`src/rtl/cam_capture_st.sv`:
```
// cam_capture_st: captures frames from a parallel camera bus, assembles
// BPP-byte pixels, optionally decimates, and streams them out over Avalon-ST.
// Ports:
//   clk_clk, reset_reset_n        : system clock, asynchronous active-low reset
//   cam_pclk, cam_vsync, cam_href : raw camera timing (asynchronous to clk_clk)
//   cam_data                      : raw camera byte
//   enable, decim, clear_status   : capture enable, decimation mode, overflow clear
//   out_data/valid/ready/sop/eop  : Avalon-ST pixel stream
//   overflow, frame_count         : sticky drop flag, completed-frame counter
module cam_capture_st #(
  parameter int unsigned DATA_W     = 8,
  parameter int unsigned BPP        = 2,
  parameter int unsigned H_ACTIVE   = 640,
  parameter int unsigned V_ACTIVE   = 480,
  parameter int unsigned FIFO_DEPTH = 16
) (
  input  logic                  clk_clk,
  input  logic                  reset_reset_n,
  input  logic                  cam_pclk,
  input  logic                  cam_vsync,
  input  logic                  cam_href,
  input  logic [DATA_W-1:0]     cam_data,
  input  logic                  enable,
  input  logic [1:0]            decim,
  input  logic                  clear_status,
  output logic [BPP*DATA_W-1:0] out_data,
  output logic                  out_valid,
  input  logic                  out_ready,
  output logic                  out_sop,
  output logic                  out_eop,
  output logic                  overflow,
  output logic [15:0]           frame_count
);

  localparam int unsigned PIX_W  = BPP * DATA_W;
  localparam int unsigned WORD_W = PIX_W + 2;
  localparam int unsigned BC_W   = (BPP > 1) ? $clog2(BPP) : 1;
  localparam int unsigned X_W    = $clog2(H_ACTIVE + 1);
  localparam int unsigned Y_W    = $clog2(V_ACTIVE + 1);
  localparam int unsigned AW     = $clog2(FIFO_DEPTH);
  localparam int unsigned CW     = AW + 1;

  typedef enum logic [1:0] {IDLE, WAIT_SOF, ACTIVE, DROP} state_t;

  state_t state, state_nx;
  logic   sof;

  // Two-flop synchronisers plus one extra stage on the timing lines for edge detection
  logic pclk_m, pclk_s, pclk_d;
  logic vs_m, vs_s, vs_d;
  logic href_m, href_s, href_d;
  logic [DATA_W-1:0] data_m, data_s;

  always_ff @(posedge clk_clk or negedge reset_reset_n) begin
    if (!reset_reset_n) begin
      pclk_m <= 1'b0; pclk_s <= 1'b0; pclk_d <= 1'b0;
      vs_m   <= 1'b0; vs_s   <= 1'b0; vs_d   <= 1'b0;
      href_m <= 1'b0; href_s <= 1'b0; href_d <= 1'b0;
      data_m <= '0;   data_s <= '0;
    end else begin
      pclk_m <= cam_pclk;  pclk_s <= pclk_m; pclk_d <= pclk_s;
      vs_m   <= cam_vsync; vs_s   <= vs_m;   vs_d   <= vs_s;
      href_m <= cam_href;  href_s <= href_m; href_d <= href_s;
      data_m <= cam_data;  data_s <= data_m;
    end
  end

  logic strobe, vs_rise, vs_fall, href_fall;
  assign strobe    = pclk_s & ~pclk_d;
  assign vs_rise   = vs_s & ~vs_d;
  assign vs_fall   = ~vs_s & vs_d;
  assign href_fall = ~href_s & href_d;

  // Pixel assembly, position tracking and keep/marker decisions
  logic [BC_W-1:0]   bcnt;
  logic [PIX_W-1:0]  shreg, pix_word;
  logic [X_W-1:0]    x;
  logic [Y_W-1:0]    y;
  logic [1:0]        m;
  logic              sop_pend;
  logic              accept, pix_done, keep, is_eop;

  assign accept   = (state == ACTIVE) & strobe & href_s;
  assign pix_done = accept & (bcnt == BC_W'(BPP - 1));
  // Earlier bytes shift toward the MS end; the final byte lands in the LS byte
  assign pix_word = PIX_W'({shreg, data_s});
  assign keep     = (x < X_W'(H_ACTIVE)) && (y < Y_W'(V_ACTIVE)) &&
                    ((x & X_W'(m)) == '0) && ((y & Y_W'(m)) == '0);
  assign is_eop   = (32'(x) + 32'(m) == H_ACTIVE - 1) &&
                    (32'(y) + 32'(m) == V_ACTIVE - 1);

  logic              push_q;
  logic [WORD_W-1:0] push_word;

  always_ff @(posedge clk_clk or negedge reset_reset_n) begin
    if (!reset_reset_n) begin
      bcnt      <= '0;
      shreg     <= '0;
      x         <= '0;
      y         <= '0;
      m         <= 2'b00;
      sop_pend  <= 1'b0;
      push_q    <= 1'b0;
      push_word <= '0;
    end else begin
      if (sof || href_fall)         bcnt <= '0;
      else if (accept)              bcnt <= pix_done ? '0 : BC_W'(bcnt + 1'b1);
      if (accept)                   shreg <= pix_word;
      if (sof || href_fall)         x <= '0;
      else if (pix_done && (x < X_W'(H_ACTIVE))) x <= X_W'(x + 1'b1);
      if (sof)                      y <= '0;
      else if (href_fall && (state == ACTIVE) && (y < Y_W'(V_ACTIVE))) y <= Y_W'(y + 1'b1);
      if (sof) begin
        case (decim)
          2'b01:   m <= 2'b01;
          2'b10:   m <= 2'b11;
          default: m <= 2'b00;
        endcase
      end
      if (sof)                      sop_pend <= 1'b1;
      else if (pix_done && keep)    sop_pend <= 1'b0;
      push_q <= pix_done & keep;
      if (pix_done)                 push_word <= {pix_word, sop_pend, is_eop};
    end
  end

  // Show-ahead FIFO; the head entry is mirrored in registered outputs
  logic [WORD_W-1:0] mem [FIFO_DEPTH];
  logic [AW-1:0]     wr_ptr, rd_ptr;
  logic [CW-1:0]     count, count_nx;
  logic              pop, full, push_ok, ovf_evt, eop_push;
  logic [WORD_W-1:0] head_nx;

  assign pop      = out_valid & out_ready;
  assign full     = (count == CW'(FIFO_DEPTH));
  assign push_ok  = push_q & (~full | pop);
  assign ovf_evt  = push_q & full & ~pop;
  assign eop_push = push_ok & push_word[0];
  assign count_nx = CW'(count + CW'(push_ok) - CW'(pop));

  always_comb begin
    head_nx = {out_data, out_sop, out_eop};
    if (push_ok && ((count == '0) || ((count == CW'(1)) && pop)))
      head_nx = push_word;
    else if (pop && (count > CW'(1)))
      head_nx = mem[AW'(rd_ptr + AW'(1))];
  end

  always_ff @(posedge clk_clk) begin
    if (push_ok) mem[wr_ptr] <= push_word;
  end

  always_ff @(posedge clk_clk or negedge reset_reset_n) begin
    if (!reset_reset_n) begin
      wr_ptr      <= '0;
      rd_ptr      <= '0;
      count       <= '0;
      out_data    <= '0;
      out_sop     <= 1'b0;
      out_eop     <= 1'b0;
      out_valid   <= 1'b0;
      overflow    <= 1'b0;
      frame_count <= '0;
    end else begin
      if (push_ok) wr_ptr <= AW'(wr_ptr + AW'(1));
      if (pop)     rd_ptr <= AW'(rd_ptr + AW'(1));
      count <= count_nx;
      {out_data, out_sop, out_eop} <= head_nx;
      out_valid   <= (count_nx != '0);
      // A new drop wins over a simultaneous clear
      overflow    <= (overflow & ~clear_status) | ovf_evt;
      frame_count <= frame_count + 16'(eop_push);
    end
  end

  // Capture FSM
  always_ff @(posedge clk_clk or negedge reset_reset_n) begin
    if (!reset_reset_n) state <= IDLE;
    else                state <= state_nx;
  end

  always_comb begin
    state_nx = state;
    sof      = 1'b0;
    case (state)
      IDLE:     if (enable) state_nx = WAIT_SOF;
      WAIT_SOF: begin
        if (!enable) state_nx = IDLE;
        else if (vs_fall) begin
          state_nx = ACTIVE;
          sof      = 1'b1;
        end
      end
      ACTIVE: begin
        // enable is only honoured at frame end so a frame is never truncated
        if (ovf_evt)       state_nx = DROP;
        else if (eop_push) state_nx = enable ? WAIT_SOF : IDLE;
        else if (vs_rise)  state_nx = WAIT_SOF;
      end
      DROP:     if (vs_rise) state_nx = WAIT_SOF;
      default:  state_nx = IDLE;
    endcase
  end

endmodule

```
`config.mk`:
```
export PLATFORM = sky130hd
export DESIGN_NAME = cam_capture_st
export DESIGN_NICKNAME = d
export VERILOG_FILES = /design/src/rtl/cam_capture_st.sv
export SDC_FILE = /design/constraint.sdc
export NUM_CORES = 1
export LEC_CHECK = 0
export ABC_AREA = 0
export BUFFER_PORTS_ARGS = -buffer_cell sky130_fd_sc_hd__buf_2
export CORE_ASPECT_RATIO = 1.75
export CORE_UTILIZATION = 54
export CTS_CLUSTER_DIAMETER = 50
export DETAILED_ROUTE_END_ITERATION = 12
export PLACE_DENSITY = 0.7
export REMOVE_ABC_BUFFERS = 1
export SYNTH_ARGS = -nofsm -noshare
export SYNTH_HDL_FRONTEND = slang
export SYNTH_SLANG_ARGS = --single-unit
```
`constraint.sdc`:
```
create_clock -name clk_clk -period 7.67 [get_ports clk_clk]
set_input_delay 1.534 -clock clk_clk [delete_from_list [all_inputs] [get_ports clk_clk]]
set_output_delay 1.534 -clock clk_clk [all_outputs]
set_load 0.03 [all_outputs]
```
* Word-level counts from Yosys, hierarchy flattened
Memories as Yosys holds them, arrays and structs flattened.
Cells that the tools add are included.
** Storage, ports and cells
- Register bits after elaboration :: 126
- Latch bits :: 0
- RAM bits :: 288
- Memory bits (read-only) :: 0
- Input port bits :: 18
- Output and inout port bits :: 36
- Logic and storage cells :: 128
- Memories :: 1
** Operators by class
- $add $sub $neg :: 10
- $mul :: 0
- Div/mod/pow operators :: 0
- Order comparisons :: 3
- Eq/ne operators :: 11
- Shifts and indexed selects :: 0
- Muxes and demuxes :: 25
- Bitwise logic cells :: 25
- Reductions and logical operators :: 24
** Memories
- mem :: words 16, bits a word 18, rd ports 1, clocked after Yosys merged registers in 0, wr ports 1, line 128 : logic [WORD_W-1:0] mem [FIFO_DEPTH];
** Operators with widths (number)
- $mux 18 :: 2
- $mux 10 :: 2
- $mux 9 :: 2
- $add 16x1->16 :: 1
- $and 1x1->1 :: 14
- $mux 2 :: 6
- $add 10x2->11 :: 1
- $eq 11x10->1 const B :: 1
- $logic_and 1x1->1 :: 11
- $mux 1 :: 11
- $add 10x1->10 const B :: 1
- $add 9x2->10 :: 1
- $and 10x2->10 :: 1
- $eq 10x9->1 const B :: 1
- $logic_not 10->1 :: 1
- $lt 10x10->1 const B :: 1
- $reduce_bool 2->1 :: 5
- $add 9x1->9 const B :: 1
- $and 9x2->9 :: 1
- $logic_not 9->1 :: 1
- $lt 9x9->1 const B :: 1
- $add 4x1->4 const B :: 2
- $pmux 2 s4 :: 1
- $not 1->1 :: 7
- 17 further kinds :: 22

* Longest topological paths before layout
Gate-level depths: netlist of the first run.
- Depth in word-level cells :: 8
- Mapped depth :: 17
- Depth with buffers taken out :: 16

* Worst setup path before layout of the first run
Ideal clock, no wire load.
- Path kind :: in2reg
- From :: in out_ready
- To :: reg out_valid
- Library setup time :: 0.146 ns
- Arrival time :: 4.059 ns
- Data required time :: 7.524 ns
- Setup slack :: 3.465 ns
- Stages on the path :: 15
- Buffers on the path :: 1
- Cells stage by stage :: nand2_2 > nand3_1 > and2_1 > clkbuf_1 > inv_1 > ha_1 > inv_1 > ha_1 > inv_1 > fa_1 > o21bai_1 > a21oi_1 > xor2_1 > nor2_1 > or4b_2
** Between the ends
- Longest elaborated chain between the ends :: 6
** Ends and longest elaborated chain
- from (decl) :: line 28 : input logic out_ready,
- $and 1x1->1 (*) :: line 134 : assign pop = out_valid & out_ready;
- $or 1x1->1 :: line 136 : assign push_ok = push_q & (~full | pop);
- $and 1x1->1 :: line 136
- $add 5x1->5 :: line 139 : assign count_nx = CW'(count + CW'(push_ok) - CW'(pop));
- $sub 5x1->5 (*) :: line 139
- named net count_nx[4] :: line 130 : logic [CW-1:0] count, count_nx;
- $reduce_bool 5->1 (*) :: line 169 : out_valid <= (count_nx != '0);
- to (signal assigned) :: line 169
- to (decl) :: line 27 : output logic out_valid,
Mark *: on every way through the listed nets, which the timed path passes. The rest lies on a longest branch.
A chain may end at the register's enable or synchronous reset.

* Worst setup path in the final report of the first run
Same ends and word-level chain as after synthesis.

==> results of run 1 <==
-- power groups by stage --
stage | Clock (mW) | Sequential (mW) | Combinational, mW
2_1_floorplan | 0 | 2.79 | 1.10
3_3_place_gp | 0 | 2.71 | 1.57
3_5_place_dp | 0 | 2.72 | 1.59
4_1_cts | 1.89 | 2.67 | 1.60
5_1_grt | 1.97 | 2.69 | 1.69
6_report | 1.86 | 2.67 | 1.57
-- final cells by class --
class                   count  area share
multi-input cells         446       0.244
clock buffers              54      0.0572
inverters                  22     0.00446
well taps                 387      0.0261
flip-flops and latches    414       0.637
clock inverters             9     0.00817
repair buffers             74      0.0232
-- per-stage QoR --
| stage | std cells | hold slack [ns] | setup WS, ns | power (mW) | instance area (µm²) |
|---|---|---|---|---|---|
| 5_1_grt | 1406 | 0.357 | 3.56 | 6.35 | 18500 |
| 3_3_place_gp | 1343 | 0.333 | 3.30 | 4.29 | 17300 |
| 4_1_cts | 1406 | 0.354 | 3.80 | 6.17 | 18500 |
| 2_1_floorplan | 882 | 0.331 | 2.16 | 3.89 | 16300 |
| 6_report | 1406 | 0.350 | 3.80 | 6.09 | 18500 |
| 3_5_place_dp | 1343 | 0.340 | 3.25 | 4.31 | 17300 |
-- cells in the final DEF (no fill, tap or decap), drive strengths merged, types with 3 or more instances in the layout --
master	instances
a21oi	14
a221oi	17
a31oi	3
and3	9
buf	74
bufinv	4
clkbuf	54
clkinv	3
dfrtp	126
edfxtp	288
fa	3
ha	22
inv	23
mux2	25
mux2i	40
mux4	72
nand2	32
nand2b	6
nand3	14
nand4	11
nor2	37
nor2b	4
nor3	28
nor4	4
o21ai	28
xnor2	29
xor2	13
-- flip-flops by register name, summed over array words and instances, names as in the netlist, 2 cells and up --
name         cells
count            5
data_m           8
state            2
wr_ptr           4
rd_ptr           4
push_word       18
y                9
mem            288
x               10
shreg            8
out_data        16
m                2
frame_count     16
data_s           8
-- final timing paths --
check / endpoint / slack (ns) / cells past startpoint
setup / recovery: out_valid / 3.80 / 15
hold / removal: href_s / 0.35 / 0
setup reg to reg: out_valid / 4.22 / 16
hold reg to reg: href_s / 0.35 / 0
max in group asynchronous: rd_ptr[0] / 5.33 / 2
min in group asynchronous: frame_count[2] / 1.04 / 1
-- cells by family (layout without fill, tap and decap cells) --
group           count (synthesis)  in the layout
buf+inv                        63            159
flops                         414            414
simple gates                  162            162
compound gates                 80             80
xor+xnor                       42             42
mux                           137            137
fa+ha+maj                      25             25
-- critical path, stage by stage --
cell and delay [ns]:
sky130_fd_sc_hd__buf_2 0.08, sky130_fd_sc_hd__nand2_2 0.11, sky130_fd_sc_hd__nand3_1 0.14, sky130_fd_sc_hd__and2_1 0.31, sky130_fd_sc_hd__inv_1 0.09, sky130_fd_sc_hd__ha_1 0.27, sky130_fd_sc_hd__inv_1 0.05, sky130_fd_sc_hd__ha_1 0.15
sky130_fd_sc_hd__inv_1 0.06, sky130_fd_sc_hd__fa_1 0.39, sky130_fd_sc_hd__o21bai_1 0.15, sky130_fd_sc_hd__a21oi_1 0.09, sky130_fd_sc_hd__xor2_1 0.15, sky130_fd_sc_hd__nor2_1 0.08, sky130_fd_sc_hd__or4b_2 0.58
-- layer usage --
| metal | global-route usage | vias up | wire length (µm) |
|---|---|---|---|
| met4 | 0.100 | 0 | 1270 |
| met1 | 0.252 | 4326 | 11800 |
| met2 | 0.427 | 228 | 19000 |
| met3 | 0.0349 | 71 | 1480 |
| met5 | 0 | - | 0 |
| li1 | - | 3727 | - |
==> run summary, run 1 <==
global placer's final weighted congestion -> 0.774
final-layout setup total negative slack -> 0 ns
most instantiated flip-flop cell in the synthesis netlist -> sky130_fd_sc_hd__edfxtp_1
switching part of the total power -> 0.297
async set-reset flop share out of synthesis -> 0.304
complex-gate fraction of the synthesized area -> 0.0331
Crit path arrival time -> 4.25 ns
std cell rows -> 84
number of nets in the final layout -> 1036
Max Clock Freq -> 0.259 GHz
buffers inserted by post-CTS timing repair -> 0
Clock power frac -> 0.305
starting utilization of the core area -> 0.550
largest family of logic cells by synthesized area -> multiplexers
number of sinks on the clock net -> 414
core box area -> 30100 µm²
total of max-cap violations -> 0
most frequent cells after synthesis -> 288 x sky130_fd_sc_hd__edfxtp_1, 126 x sky130_fd_sc_hd__dfrtp_1, 72 x sky130_fd_sc_hd__mux4_2, 40 x sky130_fd_sc_hd__mux2i_1, 35 x sky130_fd_sc_hd__nor2_1
combined area of the multi-input logic cells -> 4520 µm²
leakage power -> 7.37 nW
share of the yosys chip area belonging to registers -> 0.713
clock buffer count from CTS -> 35
global-route wire length before repair -> 52000 µm
class of the most critical hold timing path -> reg2reg
grt ovf -> 0
Worst slew margin -> 0.196
Final Cycle Share -> 0.504
maximum root-to-sink buffer count -> 3
Area Overhead vs Synth -> 12.0%
number of buffers inserted by port buffering -> 53
source-to-sink clock delay at the later pin of the worst-skew pair -> 0.53 ns
clock tree from TritonCTS -> done
xor and xnor area share after synthesis -> 0.0231
DR DRC count -> 0
FF/Latch Area -> 11800 µm²
critical hold path startpoint -> href_m
time the worst path needs with I/O delays and setup -> 3.87 ns
setup violation total in the final timing report -> 0
fraction of final layout cells with drive strength greater than 1 -> 0.252
worst-case clock skew -> 0.0230 ns
simple-gate portion of the synthesized area -> 0.0527
vias in the first global route -> 8767
Net Switching -> 1.81 mW
Die Area -> 31400 µm²
Synth cell types -> 65
class of the most critical setup path -> in2reg
Max Slew Vio Count -> 0
initial antenna violation count -> 0
Via Count -> 8352
average wire per standard cell -> 23.9 µm
adder and majority gate portion of the synthesized area -> 0.0203
post-detailed-placement half-perimeter wirelength -> 20600 µm
die height -> 234 µm
Fin. Hold Viols -> 0
I/O pin cnt -> 54
Tot GR Track Use -> 0.228
top cell type's share of synthesized area -> 0.523
first-pass detailed-route iteration total -> 5
Cells after Synth -> 923
clock edge transition at the registers on the reported setup and hold paths -> 0.06 ns
final WL -> 33600 µm
Worst VDD drop -> 0.000234 V
count of instances resized after the clock tree is built -> 0
run status -> finished, final reports clean
relative contribution of sequential cells to total power -> 0.438
most used standard cell by instance count after synthesis -> sky130_fd_sc_hd__edfxtp_1
WP data required -> 8.05 ns
dominant cells by area after synthesis -> sky130_fd_sc_hd__edfxtp_1 52%, sky130_fd_sc_hd__dfrtp_1 19%, sky130_fd_sc_hd__mux4_2 9.8%, sky130_fd_sc_hd__mux2i_1 2.4%, sky130_fd_sc_hd__mux2_2 1.7%
syn avg cell area -> 17.9 µm²
deepest level of the CTS H-tree -> 2
Crit Path Max Fanout -> 9
critical register-to-register path startpoint -> count[2]
Via-to-Cell Ratio -> 5.94
number of diodes added for antenna fixing -> 0
power density over the cells -> 329 nW/µm²
worst setup path startpoint -> out_ready
largest area contributor in the synthesized netlist -> sky130_fd_sc_hd__edfxtp_1
number of fill cells in the layout -> 2230
element type at the critical path start -> primary input
number of enable-type register cells in the synthesized netlist -> 288
die extent in x -> 134 µm
iteration-0 DRC count of the detailed router -> 471
pin count of the biggest net entering global routing -> 73
Root Driver -> sky130_fd_sc_hd__clkbuf_16
post-cts hold buffer count -> 0
proportion of power drawn by combinational gates -> 0.257
cell-internal power -> 4.28 mW
count of warnings emitted by yosys -> 0
measured slew at the worst slew-check pin -> 1.20 ns
Antenna Nets Post-Route -> 0
post-synthesis sequential element count -> 414
RSZ-0062 raised after global routing -> false
multiplexer fraction of the synthesized cell area -> 0.139
Critical Path Sink Type -> register
fraction of the core area covered by cells at the end of the flow -> 0.616
Cell Area, Synth -> 16500 µm²
Power figures use the tool's default switching activity.
==> inputs of run 2 (changes only) <==
Settings changed: PLACE_DENSITY 0.7 to 0.73.
Clock period 7.67 ns to 3.5 ns, I/O delays scaled along.
==> run 2 against run 1 <==
Via count up 4.0%. Setup slack worse by 3.6 ns. Flip-flop and latch count is the same. Critical path type is now reg2reg. Wire length rose by 3.6%. Cell count up 2.3%. Clock skew decreased by 0.0060 ns. Die area is the same. Clock power increased by 130%.
==> run summary, run 2 (synthesized netlist as in run 1, its figures left out) <==
number of sinks on the clock net -> 414
total of max-cap violations -> 0
maximum root-to-sink buffer count -> 3
initial antenna violation count -> 0
number of nets in the final layout -> 1068
average wire per standard cell -> 24.2 µm
deepest level of the CTS H-tree -> 2
core box area -> 30100 µm²
Critical Path Sink Type -> register
Tot GR Track Use -> 0.236
buffers inserted by post-CTS timing repair -> 0
number of buffers inserted by port buffering -> 53
number of fill cells in the layout -> 2147
element type at the critical path start -> register
die extent in x -> 134 µm
post-detailed-placement half-perimeter wirelength -> 21700 µm
clock edge transition at the registers on the reported setup and hold paths -> 0.07 ns
Area Overhead vs Synth -> 14.3%
starting utilization of the core area -> 0.550
FF/Latch Area -> 11800 µm²
Via Count -> 8684
power density over the cells -> 732 nW/µm²
cell chain of the critical path -> inv_1 > ha_1 > nor2b_4 > nand3_1 > and2_1 > inv_1 > ha_1 > inv_1 > ha_1 > inv_1 > fa_2 > o21bai_1 > a21oi_1 > xor2_1 > nor2_1 > or4b_2
global placer's final weighted congestion -> 0.838
Root Driver -> sky130_fd_sc_hd__clkbuf_16
final-layout setup total negative slack -> 0 ns
clock buffer count from CTS -> 36
Max Slew Vio Count -> 0
leakage power -> 7.58 nW
Pwr Total -> 13.8 mW
Antenna Nets Post-Route -> 0
Via-to-Cell Ratio -> 6.03
iteration-0 DRC count of the detailed router -> 652
Crit path arrival time -> 3.69 ns
global-route wire length before repair -> 53800 µm
post-cts hold buffer count -> 0
maximum cell stage delay along the critical path -> 0.59 ns
class of the most critical hold timing path -> in2async
Fin. Hold Viols -> 0
count of instances resized after the clock tree is built -> 0
time the worst path needs with I/O delays and setup -> 3.30 ns
category of cells accounting for the largest share of critical-path delay -> simple AND/OR/NAND/NOR gates
run status -> finished, final reports clean
combined area of the multi-input logic cells -> 4530 µm²
I/O pin cnt -> 54
clock tree from TritonCTS -> done
Die Area -> 31400 µm²
source-to-sink clock delay at the later pin of the worst-skew pair -> 0.54 ns
registers with the most flip-flops -> mem x288, push_word x18
RSZ-0062 raised after global routing -> false
setup violation total in the final timing report -> 0
worst-case clock skew -> 0.0170 ns
most common cell after layout, fill and taps aside -> sky130_fd_sc_hd__edfxtp_1
commonest cells after routing, fill and taps aside -> 288 x sky130_fd_sc_hd__edfxtp_1, 125 x sky130_fd_sc_hd__dfrtp_1, 72 x sky130_fd_sc_hd__mux4_2
pin count of the biggest net entering global routing -> 78
Worst slew margin -> 0.442
flip-flop count of the largest register, all copies and words added -> 288
grt ovf -> 0
Final Cycle Share -> 0.942
first-pass detailed-route iteration total -> 6
Buffers & Inverters on Critical Path -> 4
Max Clock Freq -> 0.303 GHz
class of the most critical setup path -> reg2reg
final WL -> 34800 µm
measured slew at the worst slew-check pin -> 0.836 ns
die height -> 234 µm
Most Frequent Cell on Critical Path -> sky130_fd_sc_hd__inv_1
WP data required -> 3.89 ns
DR DRC count -> 0
number of diodes added for antenna fixing -> 0
slowest library cell on the worst path -> sky130_fd_sc_hd__or4b_2
vias in the first global route -> 9243
std cell rows -> 84
fraction of final layout cells with drive strength greater than 1 -> 0.281
register with the most flip-flops -> mem
Crit Path Max Fanout -> 3
Worst VDD drop -> 0.000579 V
==> run 2: cell count changes in the layout (fill, tap and decap cells not counted), sizes merged <==
cell,delta
clkbuf,-11
clkinvlp,+2
buf,+31
clkinv,+6
inv,+1
bufinv,+4
==> run 2: final timing paths <==
kind | from | endpoint | slack, ns | depth (start not counted)
max | count[2] | out_valid | 0.20 | 16
min | reset_reset_n | frame_count[5] | 0.20 | 1
max reg2reg | count[2] | out_valid | 0.20 | 16
min reg2reg | pclk_m | pclk_s | 0.35 | 0
max in group asynchronous | reset_reset_n | m[0] | 2.53 | 2
min in group clk_clk | cam_data[2] | data_m[2] | 0.26 | 1
==> run 2: routing by layer <==
layer	routed length [µm]	vias up	track usage
met1	12800	4528	0.278
met3	1550	77	0.0332
met2	19000	269	0.426
met4	1450	0	0.104
met5	0	-	0
li1	-	3810	-
==> run 2: power by group <==
part | switching [mW] | internal (mW)
clock | 1.77 | 2.57
combinational | 2.04 | 1.67
sequential | 0.317 | 5.48
==> run 2: area by class of cell <==
cell class | count | area share
clock buffer | 43 | 0.0506
clock inverter | 22 | 0.0179
multi-input combinational | 446 | 0.239
tap | 387 | 0.0256
sequential | 414 | 0.624
inverter | 22 | 0.00437
timing repair buffer | 105 | 0.0377
==> run 2: per-stage QoR <==
step                      setup WS, ns  cells  instance area, µm²   util  hold slack, ns
final                            0.203   1439               18900  0.629           0.197
after global routing           0.00379   1439               18900  0.629           0.261
after CTS                       0.0438   1439               18900  0.629           0.229
after detailed placement        0.0856   1374               17600  0.586           0.335
after global placement           0.211   1374               17600  0.586           0.332
after floorplan                  -2.01    882               16300      -           0.331
==> inputs of run 3 (changes only) <==
Settings changed: CTS_BUF_LIST set to sky130_fd_sc_hd__clkbuf_8 sky130_fd_sc_hd__clkbuf_16.
==> run 3 against run 2 <==
Clock skew hardly changed. Sequential share of layout area stayed put. Wire length hardly changed. Via count hardly changed. Clock power hardly changed. Power hardly changed. Global-route usage stayed put. Cell count stayed put.
==> run summary, run 3 (synthesized netlist as in run 1, its figures left out) <==
run status -> finished, final reports clean
worst reg2reg path depth -> 16
cell chain of the critical path -> inv_1 > ha_1 > nor2b_4 > nand3_1 > and2_1 > inv_1 > ha_1 > inv_1 > ha_1 > inv_1 > fa_2 > o21bai_1 > a21oi_1 > xor2_1 > nor2_1 > or4b_2
number of diodes added for antenna fixing -> 0
met1 demand-to-capacity share in global routing -> 0.278
registers with the most flip-flops -> mem x288, push_word x18
Fin. Hold Viols -> 0
power density over the cells -> 732 nW/µm²
global placer's final weighted congestion -> 0.838
clock edge transition at the registers on the reported setup and hold paths -> 0.07 ns
first-pass detailed-route iteration total -> 5
buffers inserted by post-CTS timing repair -> 0
element type at the critical path start -> register
Max Slew Vio Count -> 0
number of buffers inserted by port buffering -> 53
global-route wire length before repair -> 53800 µm
fraction of final layout cells with drive strength greater than 1 -> 0.281
number of fill cells in the layout -> 2147
average wire per standard cell -> 24.2 µm
final WL -> 34800 µm
Worst slew margin -> 0.443
Most Frequent Cell on Critical Path -> sky130_fd_sc_hd__inv_1
Area Overhead vs Synth -> 14.3%
Via Count -> 8688
class of the most critical setup path -> reg2reg
met2 Track Usage GR -> 0.426
deepest level of the CTS H-tree -> 2
Worst VDD drop -> 0.000579 V
DR DRC count -> 0
total of max-cap violations -> 0
commonest cells after routing, fill and taps aside -> 288 x sky130_fd_sc_hd__edfxtp_1, 125 x sky130_fd_sc_hd__dfrtp_1, 72 x sky130_fd_sc_hd__mux4_2
Die Area -> 31400 µm²
Root Driver -> sky130_fd_sc_hd__clkbuf_16
number of sinks on the clock net -> 414
met3 track demand over resource in global routing -> 0.0332
slowest library cell on the worst path -> sky130_fd_sc_hd__or4b_2
I/O pin cnt -> 54
source-to-sink clock delay at the later pin of the worst-skew pair -> 0.54 ns
Crit path arrival time -> 3.69 ns
category of cells accounting for the largest share of critical-path delay -> simple AND/OR/NAND/NOR gates
RSZ-0062 raised after global routing -> false
cell-internal power -> 9.70 mW
class of the most critical hold timing path -> in2async
number of nets in the final layout -> 1068
proportion of power drawn by combinational gates -> 0.268
starting utilization of the core area -> 0.550
Final Cycle Share -> 0.942
relative contribution of sequential cells to total power -> 0.419
Crit Path Max Fanout -> 3
die extent in x -> 134 µm
most common cell after layout, fill and taps aside -> sky130_fd_sc_hd__edfxtp_1
final instance count without filler cells -> 1439
fraction of the core area covered by cells at the end of the flow -> 0.629
vias in the first global route -> 9243
post-cts hold buffer count -> 0
clock buffer count from CTS -> 36
iteration-0 DRC count of the detailed router -> 665
worst-case clock skew -> 0.0169 ns
maximum root-to-sink buffer count -> 3
Net Switching -> 4.13 mW
grt ovf -> 0
Antenna Nets Post-Route -> 0
time the worst path needs with I/O delays and setup -> 3.30 ns
initial antenna violation count -> 0
Via-to-Cell Ratio -> 6.04
Stages on worst setup path -> 16
switching part of the total power -> 0.299
leakage power -> 7.60 nW
setup violation total in the final timing report -> 0
flip-flop count of the largest register, all copies and words added -> 288
pin count of the biggest net entering global routing -> 78
Clock power frac -> 0.313
std cell rows -> 84
Buffers & Inverters on Critical Path -> 4
Tot GR Track Use -> 0.236
count of instances resized after the clock tree is built -> 0
Max Clock Freq -> 0.303 GHz
maximum cell stage delay along the critical path -> 0.59 ns
busiest metal layer after global routing -> met2
register with the most flip-flops -> mem
core box area -> 30100 µm²
WP data required -> 3.89 ns
Critical Path Sink Type -> register
measured slew at the worst slew-check pin -> 0.836 ns
clock tree from TritonCTS -> done
post-detailed-placement half-perimeter wirelength -> 21700 µm
die height -> 234 µm
number of placed instances, taps included -> 1374
==> run 3: cell count changes in the layout (fill, tap and decap cells not counted) <==
cell	delta
sky130_fd_sc_hd__clkbuf_1	-4
sky130_fd_sc_hd__inv_1	+4
==> run 3: worst reg2reg max path: stages (launching register included) <==
cell and delay, ns:
sky130_fd_sc_hd__dfrtp_1 0.38, sky130_fd_sc_hd__inv_1 0.10, sky130_fd_sc_hd__ha_1 0.18, sky130_fd_sc_hd__nor2b_4 0.17
sky130_fd_sc_hd__nand3_1 0.13, sky130_fd_sc_hd__and2_1 0.19, sky130_fd_sc_hd__inv_1 0.06, sky130_fd_sc_hd__ha_1 0.21
sky130_fd_sc_hd__inv_1 0.05, sky130_fd_sc_hd__ha_1 0.15, sky130_fd_sc_hd__inv_1 0.06, sky130_fd_sc_hd__fa_2 0.36
sky130_fd_sc_hd__o21bai_1 0.17, sky130_fd_sc_hd__a21oi_1 0.10, sky130_fd_sc_hd__xor2_1 0.16, sky130_fd_sc_hd__nor2_1 0.09
sky130_fd_sc_hd__or4b_2 0.59
==> run 3: worst paths after layout <==
path | end | slack [ns] | from
worst max-delay path | out_valid | 0.20 | count[2]
worst min-delay path | frame_count[5] | 0.20 | reset_reset_n
worst max register to register | out_valid | 0.20 | count[2]
worst min register to register | pclk_s | 0.35 | pclk_m
max in group asynchronous | m[0] | 2.53 | reset_reset_n
min in group clk_clk | data_m[2] | 0.26 | cam_data[2]
==> run 3: per-layer routing <==
metal  part of all wire  vias to the layer above
li1                   -                     3808
met5                  0                        -
met4              0.042                        0
met2               0.55                      249
met1               0.37                     4553
met3              0.045                       78
==> run 3: final cells by class <==
cell class	count	area (µm²)	share of cell area
Inverter	22	82.6	0.00437
Tap cell	387	484	0.0256
Sequential cell	414	11800	0.624
Clock buffer	39	942	0.0498
Timing Repair Buffer	105	712	0.0377
Clock inverter	26	354	0.0187
Multi-Input combinational cell	446	4530	0.239
==> run 3: through the flow <==
step	power [mW]	area [µm²]	hold slack [ns]	worst slack [ns]	setup TNS, ns
final	13.8	18900	0.195	0.203	0
after global routing	14.4	18900	0.261	0.00379	0
after CTS	14.0	18900	0.229	0.0438	0
after detailed placement	9.65	17600	0.335	0.0856	0
after global placement	9.58	17600	0.332	0.211	0
after floorplan	8.41	16300	0.331	-2.01	-37.20
==> run 3: power groups by stage <==
| stage | combinational [mW] | clock [mW] | sequential [mW] |
|---|---|---|---|
| 2_1_floorplan | 2.30 | 0 | 6.11 |
| 3_3_place_gp | 3.68 | 0 | 5.90 |
| 3_5_place_dp | 3.74 | 0 | 5.90 |
| 4_1_cts | 3.75 | 4.40 | 5.80 |
| 5_1_grt | 4.00 | 4.56 | 5.83 |
| 6_report | 3.71 | 4.33 | 5.80 |
